==> config.mk <==
export PLATFORM = sky130hd
export DESIGN_NAME = irq_pending_latch
export DESIGN_NICKNAME = d
export VERILOG_FILES = /design/src/rtl/irq_pending_latch.sv
export SDC_FILE = /design/constraint.sdc
export NUM_CORES = 1
export LEC_CHECK = 0
export ABC_AREA = 1
export CAP_MARGIN = 10
export CORE_UTILIZATION = 49
export CTS_BUF_LIST = sky130_fd_sc_hd__clkbuf_2 sky130_fd_sc_hd__clkbuf_4 sky130_fd_sc_hd__clkbuf_8
export DETAILED_ROUTE_END_ITERATION = 10
export HOLD_SLACK_MARGIN = 0.05
export MAX_ROUTING_LAYER = met4
export PLACE_DENSITY = 0.86
export SETUP_SLACK_MARGIN = 0.3
export SLEW_MARGIN = 30
export SYNTH_ARGS = -nofsm -noshare
export SYNTH_HDL_FRONTEND = slang
export SYNTH_SLANG_ARGS = --single-unit
==> constraint.sdc <==
create_clock -name clk -period 1.1 [get_ports clk]
set_input_delay 0.11 -clock clk [delete_from_list [all_inputs] [get_ports clk]]
set_output_delay 0.11 -clock clk [all_outputs]
set_load 0.02 [all_outputs]
==> src/rtl/irq_pending_latch.sv <==
// irq_pending_latch
// Captures eight asynchronous interrupt request lines, holds them as pending
// until acknowledged, and presents a masked pending vector to the downstream
// priority encoder. Each line is either rising-edge or level sensitive,
// selected at elaboration time by LEVEL_MASK. Edge lines also record a sticky
// overflow bit when a new edge arrives while the line is still pending.
module irq_pending_latch #(
  parameter int         SYNC_STAGES = 2,      // 2..4 synchroniser flops per line
  parameter logic [7:0] LEVEL_MASK  = 8'h00   // 1 = level-sensitive line
) (
  input  logic       clk,
  input  logic       rst,
  input  logic [7:0] irq_in,
  input  logic [7:0] mask,
  input  logic       ack,
  input  logic [2:0] ack_idx,
  input  logic       clr_all,
  output logic [7:0] ip,
  output logic       any_pending,
  output logic [7:0] overflow
);

  // Synchroniser chain: stage 0 samples irq_in, the last stage is the
  // metastability-filtered view used by all capture logic.
  logic [SYNC_STAGES-1:0][7:0] r_sync;
  logic [7:0]                  r_prev;
  logic [7:0]                  r_pending;
  logic [7:0]                  r_overflow;

  logic [7:0] w_sync;
  logic [7:0] w_rise;
  logic [7:0] w_ack_vec;
  logic [7:0] w_ovf_set;
  logic [7:0] w_pending_next;
  logic [7:0] w_overflow_next;

  assign w_sync = r_sync[SYNC_STAGES-1];

  // Rising edges are only meaningful on edge-sensitive lines; level lines are
  // forced to zero here so they can never raise overflow.
  assign w_rise = w_sync & ~r_prev & ~LEVEL_MASK;

  // One-hot decode of the acknowledge strobe.
  assign w_ack_vec = ack ? (8'h01 << ack_idx) : 8'h00;

  // A new edge on a line that is pending and not being acknowledged this
  // cycle means the earlier request would be merged, i.e. lost.
  assign w_ovf_set = w_rise & r_pending & ~w_ack_vec;

  // Overflow is sticky until a global clear; level lines never set it.
  assign w_overflow_next = clr_all ? 8'h00 : (r_overflow | w_ovf_set);

  // Per-line pending next state. clr_all has priority over everything except
  // reset; on edge lines a rise beats a same-cycle ack so no edge is dropped.
  generate
    for (genvar gi = 0; gi < 8; gi++) begin : g_line
      if (LEVEL_MASK[gi]) begin : g_level
        assign w_pending_next[gi] = clr_all ? 1'b0 : w_sync[gi];
      end else begin : g_edge
        assign w_pending_next[gi] = clr_all ? 1'b0 :
                                    (w_rise[gi] | (r_pending[gi] & ~w_ack_vec[gi]));
      end
    end
  endgenerate

  // Synchroniser shift and edge-detect history.
  always_ff @(posedge clk) begin
    if (rst) begin
      r_sync <= '0;
      r_prev <= 8'h00;
    end else begin
      r_sync <= {r_sync[SYNC_STAGES-2:0], irq_in};
      r_prev <= w_sync;
    end
  end

  // Pending and overflow state.
  always_ff @(posedge clk) begin
    if (rst) begin
      r_pending  <= 8'h00;
      r_overflow <= 8'h00;
    end else begin
      r_pending  <= w_pending_next;
      r_overflow <= w_overflow_next;
    end
  end

  // Outputs depend only on registers and mask; irq_in never reaches them
  // combinationally.
  assign ip          = r_pending & mask;
  assign any_pending = |ip;
  assign overflow    = r_overflow;

endmodule

==> out/summary.txt <==
Run status - finished, violations left
Failing checks - DRC, setup timing
Cell taking the most area after synthesis - dfxtp_1
Hold_ws - 0.210 ns
Slew Limit Fails - 0
CP Class - reg -> out
CP most frequent cell - nand2_2
EDFF count, synth - 0
Worst Skew - 0.0330 ns
DP HPWL - 1.88 mm
Hold path cells - 3
Internal power component - 2260 uW
Top FF cell, synth - dfxtp_1
All-Layer GR Usage - 0.215
Post-synth top area share - 0.531
CP Depth - 5
Worst hold path class - in -> reg
Synth Cell Area - 1510 um^2
Clk Tree Root Cell - clkbuf_4
Setup violators final - 6
First-pass GRT wire length - 5.24 mm
CTS H-Tree Depth - 2
Critical path's largest stage delay - 0.37 ns
Die H - 57.5 um
Vias - 1507
Hold_buf cts - 0
Port Buf Inserts - 39
Switching Share - 0.227
Routed met2 length - 2.38 mm
Max cap viols - 0
Yosys warns - 0
Clock buffer depth - 2
Tightest Pin Transition - 0.224 ns
Residual DRC - 3
Area grow syn2layout - 60.2%
CP max-delay cell - dfxtp_2
Top Ports - 40
Initial core utilization - 0.533
Clock power share - 0.375
Area post-placement - 2000 um^2
Clk sinks - 40
CP max FO - 2
Die ar. - 3310 um^2
Kind of start point of the critical path - flop
RSZ-0062 raised after global routing - true
Net Count, Synth - 229
Core footprint - 2830 um^2
Reg clk slew, reported paths - 0.15 ns
TritonCTS clock tree - yes
Reg2reg setup slack - 0.01 ns
WP buf/inv - 1
Drt first pass iters - 7
Final Net Count - 296
Skew-Pair Late Insertion Delay - 0.37 ns
Antenna diodes - 0
Placer Congestion - 0.772
Site Rows - 19
Top cells by count, synth - inv_1, nand2_1, dfxtp_1
Largest net degree at the start of global routing - 25
Max VDD drop - 1.01 mV
Max Fclk - 734 MHz
DRT met1 WL - 1.63 mm
Lkg Pwr - 0.00112 uW
Vias in the first global route - 1284
R2R cell count - 7
Share of layout cells above drive strength 1 - 0.456
Post-Syn Instances - 206
Overall die width - 57.5 um
Critical Path, Cell by Cell - nand2_2, nand2_2, nor3_2, nand2_2, buf_6
Relative slew margins - 0.851
Synth async-reset ratio - 0
Post-Route WL - 4.43 mm
Antenna violations before repair - 0
Uppermost layer routed - met4
Grt ovf - 0
Avg Vias per Cell - 4.94
Required time worst endpoint - 0.99 ns
Pwr dens - 1210 nW/um^2
Tmin final - 1.36 ns
Initial DRC Count - 80
Switching power - 661 uW
TritonCTS buffer count - 5
Routed length on met3 - 291 um
Wirelength per Cell - 14.5 um
WP data arrival - 1.25 ns
Area contributors post-synth - dfxtp_1, inv_1, nand2_1
Final Hold Vio Count - 0
Final instance area - 2420 um^2
Final Worst Setup Slack - -0.262 ns
Final Cycle Share - 1.24
Sequential area share after synthesis - 0.531
Seq pwr share - 0.518
Final ANT Viol Nets - 0
CP endpoint kind - output port
Syn_area_per_cell - 7.32 um^2
Combinational power share - 0.107
Count leader, synth - inv_1
Largest delay share family, worst path - simple AND/OR/NAND/NOR gates
Flip-flop and latch count after synthesis - 40
Cell variety after synth - 10
==> worst min-delay path: stages <==
cell	delay, ns
dlymetal6s2s_1	0.11
buf_4	0.26
nor2_1	0.07
==> per-stage QoR <==
step           utilization  total power (uW)  cells  setup WS [ns]  setup TNS (ns)
4_1_cts              0.778              2840    294         -0.194          -0.280
2_1_floorplan            -              1660    206          0.268               0
6_report             0.854              2920    305         -0.262          -0.580
3_5_place_dp         0.709              1780    282         -0.502           -4.04
3_3_place_gp         0.709              1770    282         -0.470           -3.65
5_1_grt              0.854              3040    305         -0.314          -0.840
==> layout make-up <==
class,count,area [um^2]
Sequential cell,40,826
Timing Repair Buffer,65,694
Multi-Input combinational cell,100,534
Fill cell,148,412
Inverter,61,229
Clock buffer,7,65.1
Tap cell,31,38.8
Clock inverter,1,30.0
==> path summary, 6_finish.rpt <==
kind | startpoint | end
worst max-delay path | r_pending[7]$_SDFF_PP0_ | any_pending
worst min register to register | r_sync[6]$_SDFF_PP0_ | w_sync[6]$_SDFF_PP0_
worst max register to register | r_pending[1]$_SDFF_PP0_ | overflow[1]$_SDFF_PP0_
worst min-delay path | rst | r_prev[0]$_SDFF_PP0_
==> kinds of logic after synthesis <==
| group | count (synthesis) | synth area share |
|---|---|---|
| compound gates | 16 | 0.0779 |
| buf+inv | 66 | 0.179 |
| flops | 40 | 0.531 |
| simple gates | 84 | 0.212 |
==> sequential cells by signal (all words and copies together), names as in the netlist <==
| register | flops |
|---|---|
| overflow | 8 |
| r_pending | 8 |
| r_prev | 8 |
| r_sync | 8 |
| w_sync | 8 |
==> layer usage <==
metal	track usage	vias up
li1	-	706
met1	0.227	705
met2	0.367	75
met3	0.0567	21
met4	0.108	0
met5	-	-
==> power groups by stage <==
stage	clock network [uW]	logic (uW)	registers [uW]
final	1100	312	1510
after global routing	1180	339	1520
after CTS	1070	255	1510
after detailed placement	0	242	1540
after global placement	0	236	1540
after floorplan	0	122	1540
==> repair_timing <==
action | CTS | global route
pin swaps | 13 | 21
setup buffers | 4 | 10
gates cloned | 0 | 1
setup endpoints to repair | 28 | 32
gates resized for setup | 135 | 46
==> placed cells by master, fill, tap and decap left out, drive strengths merged <==
cell           instances
inv                   61
nand2                 45
buf                   42
dfxtp                 40
nor2                  36
clkdlybuf4s50         17
a21oi                 16
clkbuf                 8
dlymetal6s2s           4
nor3                   2
or2                    1
bufinv                 1
dlygate4sd2            1
Note: power is estimated with default switching activity, not from simulation.
